<file path="config.mk">
export PLATFORM = sky130hd
export DESIGN_NAME = dac_update_scheduler
export DESIGN_NICKNAME = d
export VERILOG_FILES = /design/src/rtl/dac_update_scheduler.sv
export SDC_FILE = /design/constraint.sdc
export NUM_CORES = 1
export LEC_CHECK = 0
export BUFFER_PORTS_ARGS = -buffer_cell sky130_fd_sc_hd__buf_2
export CAP_MARGIN = 20
export CORE_MARGIN = 8
export CORE_UTILIZATION = 44
export DETAILED_ROUTE_END_ITERATION = 10
export GPL_ROUTABILITY_DRIVEN = 1
export GPL_TIMING_DRIVEN = 0
export HOLD_SLACK_MARGIN = 0.02
export PLACE_DENSITY = 0.75
export SLEW_MARGIN = 20
export SYNTH_ARGS = -nofsm -noshare
export SYNTH_HDL_FRONTEND = slang
export SYNTH_SLANG_ARGS = --single-unit
</file>
<file path="constraint.sdc">
create_clock -name clk -period 3.45 [get_ports clk]
set_input_delay 1.035 -clock clk [delete_from_list [all_inputs] [get_ports clk]]
set_output_delay 1.035 -clock clk [all_outputs]
set_load 0.005 [all_outputs]
</file>
<file path="src/rtl/dac_update_scheduler.sv">
// Dual-channel serial DAC link sequencer: divides clk down to a sample tick,
// then sends one 16-bit frame for channel A and one for channel B (each only
// if a sample is offered) and finishes with a shared ldac_n strobe so both
// DAC outputs update together.
module dac_update_scheduler #(
    parameter int unsigned TICK_DIV   = 1000,
    parameter int unsigned SCLK_DIV   = 2,
    parameter int unsigned DATA_WIDTH = 12
) (
    input  logic                  clk,
    input  logic                  rst_n,
    input  logic                  enable,
    input  logic                  a_valid,
    input  logic [DATA_WIDTH-1:0] a_data,
    output logic                  a_ready,
    input  logic                  b_valid,
    input  logic [DATA_WIDTH-1:0] b_data,
    output logic                  b_ready,
    output logic                  cs_n,
    output logic                  sclk,
    output logic                  sdi,
    output logic                  ldac_n,
    output logic                  tick,
    output logic                  busy,
    output logic                  overrun
);

    localparam int unsigned TW = $clog2(TICK_DIV);
    localparam int unsigned PW = $clog2(2 * SCLK_DIV);
    localparam logic [TW-1:0] TickLast = TW'(TICK_DIV - 1);
    localparam logic [PW-1:0] PhaseLast = PW'(2 * SCLK_DIV - 1);
    // Last low-phase count; the next bit cycle is the first with sclk high.
    localparam logic [PW-1:0] PhaseRise = PW'(SCLK_DIV - 1);

    typedef enum logic [2:0] {
        IDLE, CHK_A, CHK_B, SETUP, SHIFT, GAP, LOAD
    } state_t;

    state_t          state;
    logic [TW-1:0]   tick_cnt;
    logic [TW-1:0]   tick_cnt_d;
    logic            tick_d;
    logic [15:0]     frame;
    logic [3:0]      bit_idx;
    logic [PW-1:0]   phase;
    logic            step;      // second cycle of GAP / LOAD
    logic            sent;      // a frame went out since the last tick
    logic            cur_b;     // frame in flight belongs to channel B

    // Frame layout: channel select, BUF=0, GA_n=1, SHDN_n=1, 12-bit code.
    function automatic logic [15:0] make_frame(input logic ch,
                                               input logic [DATA_WIDTH-1:0] d);
        logic [11:0] code;
        code = 12'(d);
        return {ch, 3'b011, code};
    endfunction

    // Next tick-counter value; tick is registered so it lines up with TICK_DIV-1.
    always_comb begin
        tick_cnt_d = '0;
        if (enable && (tick_cnt != TickLast)) begin
            tick_cnt_d = tick_cnt + TW'(1);
        end
        tick_d = enable && (tick_cnt_d == TickLast);
    end

    // Tick divider, sequencing FSM and all registered outputs.
    always_ff @(posedge clk or negedge rst_n) begin
        if (!rst_n) begin
            tick_cnt <= '0;
            tick     <= 1'b0;
            state    <= IDLE;
            frame    <= '0;
            bit_idx  <= '0;
            phase    <= '0;
            step     <= 1'b0;
            sent     <= 1'b0;
            cur_b    <= 1'b0;
            cs_n     <= 1'b1;
            sclk     <= 1'b0;
            sdi      <= 1'b0;
            ldac_n   <= 1'b1;
            a_ready  <= 1'b0;
            b_ready  <= 1'b0;
            busy     <= 1'b0;
            overrun  <= 1'b0;
        end else begin
            tick_cnt <= tick_cnt_d;
            tick     <= tick_d;
            a_ready  <= 1'b0;
            b_ready  <= 1'b0;
            // A tick seen outside IDLE is simply dropped.
            overrun  <= tick && (state != IDLE);
            case (state)
                IDLE: begin
                    if (tick) begin
                        state <= CHK_A;
                        sent  <= 1'b0;
                        busy  <= 1'b1;
                    end
                end
                CHK_A: begin
                    if (a_valid) begin
                        a_ready <= 1'b1;
                        frame   <= make_frame(1'b0, a_data);
                        sent    <= 1'b1;
                        cur_b   <= 1'b0;
                        cs_n    <= 1'b0;
                        sdi     <= 1'b0;
                        state   <= SETUP;
                    end else begin
                        state <= CHK_B;
                    end
                end
                CHK_B: begin
                    if (b_valid) begin
                        b_ready <= 1'b1;
                        frame   <= make_frame(1'b1, b_data);
                        sent    <= 1'b1;
                        cur_b   <= 1'b1;
                        cs_n    <= 1'b0;
                        sdi     <= 1'b1;
                        state   <= SETUP;
                    end else begin
                        ldac_n <= ~sent;
                        step   <= 1'b0;
                        state  <= LOAD;
                    end
                end
                SETUP: begin
                    bit_idx <= 4'd15;
                    phase   <= '0;
                    sclk    <= 1'b0;
                    state   <= SHIFT;
                end
                SHIFT: begin
                    if (phase == PhaseLast) begin
                        // End of a bit: falling sclk edge carries the next bit.
                        sclk  <= 1'b0;
                        phase <= '0;
                        if (bit_idx == 4'd0) begin
                            cs_n  <= 1'b1;
                            sdi   <= 1'b0;
                            step  <= 1'b0;
                            state <= GAP;
                        end else begin
                            bit_idx <= bit_idx - 4'd1;
                            sdi     <= frame[bit_idx - 4'd1];
                        end
                    end else begin
                        phase <= phase + PW'(1);
                        sclk  <= (phase >= PhaseRise);
                    end
                end
                GAP: begin
                    if (step) begin
                        step <= 1'b0;
                        if (cur_b) begin
                            ldac_n <= ~sent;
                            state  <= LOAD;
                        end else begin
                            state <= CHK_B;
                        end
                    end else begin
                        step <= 1'b1;
                    end
                end
                LOAD: begin
                    if (sent && !step) begin
                        step <= 1'b1;
                    end else begin
                        step   <= 1'b0;
                        ldac_n <= 1'b1;
                        busy   <= 1'b0;
                        state  <= IDLE;
                    end
                end
                default: begin
                    state <= IDLE;
                end
            endcase
        end
    end

endmodule

</file>
Word-level counts from Yosys, hierarchy flattened

Index checks and enable logic that the tools add are counted.

Register bits after elaboration: 47
Input port bits: 29
Logic and storage cells: 119

$add $sub $neg: 3
Magnitude comparators: 2
Eq/ne operators: 19
Multiplexer cells: 53
Bitwise operators: 1
Reductions and logical operators: 24

Operators by type and width:

| cell                  | number |
|---|---|
| $mux 16               | 2 |
| $pmux 16 s2           | 1 |
| $mux 1                | 27 |
| $mux 3                | 7 |
| $pmux 3 s7            | 1 |
| $ne 2x2->1 const B    | 10 |
| $reduce_and 5->1      | 3 |
| $pmux 1 s3            | 4 |
| $reduce_and 4->1      | 3 |
| $reduce_bool 3->1     | 4 |
| $add 10x1->10 const B | 1 |
| $eq 10x10->1 const B  | 1 |
| $mux 10               | 1 |
| $ne 10x10->1 const B  | 1 |
| $eq 3x3->1 const B    | 3 |
| $reduce_and 3->1      | 3 |
| $mux 4                | 2 |
| $pmux 4 s2            | 1 |
| $eq 3x2->1 const B    | 2 |
| $pmux 1 s2            | 3 |
| $reduce_bool 2->1     | 3 |
| $lt 4x5->1 const B    | 1 |
| $bmux 1 s4            | 1 |
| $logic_and 1x1->1     | 4 |
| other kinds (13)      | 13 |

Logic depth before layout (Yosys ltp)

Word-level depth: 6
Mapped depth: 7
Mapped depth without buffers: 6

Worst setup path before layout

OpenSTA, ideal clock, no wires.

Path kind: input to register
Start point: input port a_valid
End point: register cs_n
Arrival time: 1.906 ns
Path slack: 1.484 ns
Cell stages on the path: 5
Cell sequence: nand3b_1 -> a21o_1 -> clkbuf_1 -> clkbuf_1 -> o21a_1

Longest elaborated chain between the ends: 2

Ends and longest elaborated chain:

| what                       | RTL line | source |
|---|---|---|
| start, declared            | 13       | `input logic a_valid,` |
| $ne 2x2->1 (no line)       | --       |  |
| $reduce_and 5->1 (no line) | --       |  |
| end signal, assigned       | 79       | `cs_n <= 1'b1;` |
| end signal, assigned       | 108      | `cs_n <= 1'b0;` |
| end signal, assigned       | 121      | `cs_n <= 1'b0;` |
| end, declared              | 19       | `output logic cs_n,` |

No other way between the ends.
A chain may end at the register's enable or synchronous reset.

Final worst setup path

Start point: register bit_idx[0]
End point: register bit_idx[3]

Longest elaborated chain between the ends: 4
Elaborated cells between the ends (all ways): 7

Ends and longest elaborated chain:

| what                   | RTL line | source |
|---|---|---|
| start, declared        | 44       | `logic [3:0] bit_idx;` |
| start signal, assigned | 147      | `bit_idx <= bit_idx - 4'd1;` |
| $sub 4x1->4            | 147      |  |
| $mux 4                 | 141      | `if (bit_idx == 4'd0) begin` |
| $mux 4                 | 137      | `if (phase == PhaseLast) begin` |
| $pmux 4 s2             | 94       | `case (state)` |

Several ways; a longest one is shown, not always the timed one. The select of a mux whose other input is x is not followed.

==> impl_metrics.tcl <==
set metrics [dict create \
    status "complete, no violations" \
    nFillCells 482 \
    tightestPinTransition_ps 949 \
    final_nets 306 \
    critPathBufInv 2 \
    vdd_ir_drop_max_v 0.000351 \
    synth_adder_area_share_pct 1.63 \
    layout_min_cycle_time_ps 2110 \
    maximum_number_of_pins_on_one_net_before_global_route_repair 44 \
    timing.fmax_mhz 474 \
    finish.instance_area_um2 2670 \
    clock_tree_from_tritoncts "built" \
    worst_skew_ps 8.95 \
    type_of_origin_of_the_critical_path "flop" \
    grt_overflow_total 0 \
    drive_gt1_share_pct 22.2 \
    initial_drt_pass_iterations 4 \
    ys_seq_area_share_pct 46.9 \
    critical-path-top-delay-family "simple AND/OR/NAND/NOR gates" \
    grtUsageTotal_pct 14.2 \
    max-clock-path-buffers 2 \
    yosys-mux-area-fraction_pct 10.8 \
    clk_pin_slew_ps 80 \
    max_stage_delay_ps 410 \
    total_number_of_vias 1860 \
    synth_top_family_by_area "simple AND/OR/NAND/NOR gates" \
    routed-wl-met3_um 231 \
    ctsResizeCount 0 \
    timing_max_transition_violations_final 0 \
    std_cell_rows 26 \
    syn-cell-area_um2 2300 \
    timing.hold.worst.class "reg -> reg" \
    flow.area_growth_from_synthesis_pct 16.2 \
    postSynthNetCount 262 \
    p_per_area_nw_per_um2 733 \
    detail_route.wl_per_cell_um 14.3 \
    coreArea_um2 5070 \
    tritoncts.num_buffers 5 \
    diodes 0 \
    synth.ff_latch_count 43 \
    cp_slowest_cell "or3_4" \
    fp.dieW_um 88.3 \
    report.final.hold_viol_count 0 \
    post_cts_buffers 0 \
    i_o_pin_cnt 38 \
    synth_cells 230 \
    synth_simple_gate_area_share_pct 19.6 \
    timing.slew.headroom_pct 36.7 \
    totalNegativeSetupSlack_ps 0 \
    final_antenna_net_count 0 \
    period_utilization_post_route_pct 61.2 \
    rsz0062_at_grt "false" \
    yosys.area_share.xor_xnor_pct 3.43 \
    number_of_synthesized_flops_with_an_enable_pin 0 \
    route.final.wire_length_mm 4.92 \
    report.final.setup_viol 0 \
    element_type_at_the_critical_path_end "flop" \
    hold_buffers 0 \
    ys_warn_count 0 \
    hpwlAfterDp_mm 3.59 \
    wl_met1_mm 2.22 \
    drt-initial-drc-count 113 \
    leakage_nw 1.18 \
    post-route-drc-count 0 \
    synth-compound-area-share_pct 14.5 \
    number_of_antenna_violations_at_the_first_check_in_global_routing 0 \
    buffer_ports.inserted 37 \
    synthArstFlopShare_pct 100 \
    post_drt_via_cell_ratio 5.39 \
    ff_latch_area_um2 1080 \
    critical_path.max_fanout 6 \
    htree_levels 2 \
    effective_utilization_at_floorplan_pct 45.3 \
    grt_pass1_wl_mm 8.67 \
    fp.dieH_um 88.3 \
    top_signal_layer_used "met4" \
    cp.required_ps 3630 \
    crit_path_cell_trace "clkbuf_1 -> inv_1 -> ha_1 -> nor3b_1 -> or3_4 -> nand2_4 -> mux2_4" \
    cts_sinks 43 \
    dr_wl_met2_mm 2.39 \
    routabilityCongestion 0.835 \
    cts.root.buffer_cell "clkbuf_8" \
    multiInputGateArea_um2 1150 \
    post_dp_cell_area_um2 2570 \
    synthFlopType "dfrtp_1" \
    timing_worst_setup_path_type "reg -> reg" \
    dieArea_um2 7800 \
    grt_pass1_vias 1936 \
    data_arrival_time_of_the_critical_path_ps 2290 \
    syn_area_per_cell_um2 10.0 \
    yosysUniqueCellTypes 50 \
    drv.max_cap_violation_count 0 \
    clock_insertion_delay_worst_skew_ps 300 \
]
==> synth_stat cells, types with 3 or more instances <==
cell | instances | area, µm²
nand3_1 | 8 | 40.0
a21o_1 | 3 | 22.5
o21ai_0 | 18 | 90.1
dfrtp_1 | 41 | 1030
nor3_1 | 6 | 30.0
nor4_1 | 3 | 18.8
o21a_1 | 3 | 22.5
a21oi_1 | 10 | 50.1
mux4_2 | 3 | 67.6
xor2_1 | 3 | 26.3
a31oi_1 | 3 | 18.8
ha_1 | 3 | 37.5
clkbuf_1 | 7 | 26.3
inv_1 | 7 | 26.3
nand2_1 | 23 | 86.3
and2_1 | 4 | 25.0
nor2b_1 | 6 | 37.5
o31ai_1 | 3 | 22.5
nor2_1 | 15 | 56.3
nand2b_1 | 5 | 31.3
mux2i_1 | 14 | 140
xnor2_1 | 6 | 52.6
buf_2 | 3 | 15.0
==> state kept, by name (all words and copies together) (netlist names), 3 cells and up <==
register	count
bit_idx	4
tick_cnt	10
frame	14
state	3
==> path summary, 6_finish.rpt <==
| kind | end | slack (ps) | depth (start not counted) | start |
|---|---|---|---|---|
| hold / removal | frame[13]$_DFFE_PN0P_ | 470 | 1 | frame[13]$_DFFE_PN0P_ |
| min in group asynchronous | sclk$_DFFE_PN0P_ | 880 | 1 | rst_n |
| setup / recovery | bit_idx[3]$_DFFE_PN0P_ | 1340 | 7 | bit_idx[0]$_DFFE_PN0P_ |
| max in group asynchronous | tick$_DFF_PN0_ | 1970 | 1 | rst_n |
| hold reg to reg | frame[13]$_DFFE_PN0P_ | 470 | 1 | frame[13]$_DFFE_PN0P_ |
| setup reg to reg | bit_idx[3]$_DFFE_PN0P_ | 1340 | 7 | bit_idx[0]$_DFFE_PN0P_ |
==> layout make-up <==
type,instances,area share [%]
inverter,7,0.983
clock buffer,8,3.75
tap,70,3.28
buffer,11,1.69
sequential,43,40.4
timing repair buffer,37,6.93
multi-input combinational,169,43.0
==> cells by family after synthesis <==
family          count (synthesis)
buf+inv                        18
xor+xnor                        9
simple gates                   85
fa+ha+maj                       3
flops                          43
mux                            20
compound gates                 52
==> report_power, final <==
part	internal [W]	switching (W)	leakage, nW
sequential	0.000659	0.000106	0.536
clock	0.000183	0.000167	0.0515
combinational	0.000395	0.000449	0.592
total	0.00124	0.000722	1.18
==> per-layer routing <==
layer,vias up,global-route usage [%]
met3,8,3.71
li1,910,-
met1,892,16.8
met4,0,5.22
met2,50,23.9
met5,-,0
==> stage by stage <==
| stage | setup WS [ps] | util, % | total power, W | hold WS (ps) | instances |
|---|---|---|---|---|---|
| 2_1_floorplan | 1480 | - | 0.00141 | 435 | 230 |
| 3_3_place_gp | 1070 | 50.7 | 0.00159 | 452 | 337 |
| 3_5_place_dp | 1030 | 50.7 | 0.00162 | 456 | 337 |
| 4_1_cts | 1310 | 52.7 | 0.00198 | 473 | 345 |
| 5_1_grt | 1100 | 52.7 | 0.00214 | 489 | 345 |
| 6_report | 1340 | 52.7 | 0.00196 | 471 | 345 |
==> cell usage in the layout (no fill, tap or decap), types with 2 or more instances in the layout <==
cell type	instances
clkbuf_8	7
o21ai_0	18
nand2_1	23
a31oi_1	3
mux2_4	2
mux2i_1	14
nand3b_1	2
dfrtp_1	41
xnor2_1	6
a21oi_1	10
buf_2	40
nor4_1	3
xor2_1	3
nor3_1	6
and2_1	4
mux4_2	3
o31ai_1	3
nor2_1	15
clkbuf_1	8
nand2b_1	5
o21a_1	3
o22ai_1	2
ha_1	3
inv_1	7
nor2b_1	6
nand3_1	8
dfstp_2	2
a21o_1	3
a211o_1	2
nor3b_1	2
(Power assumes the default switching activity.)
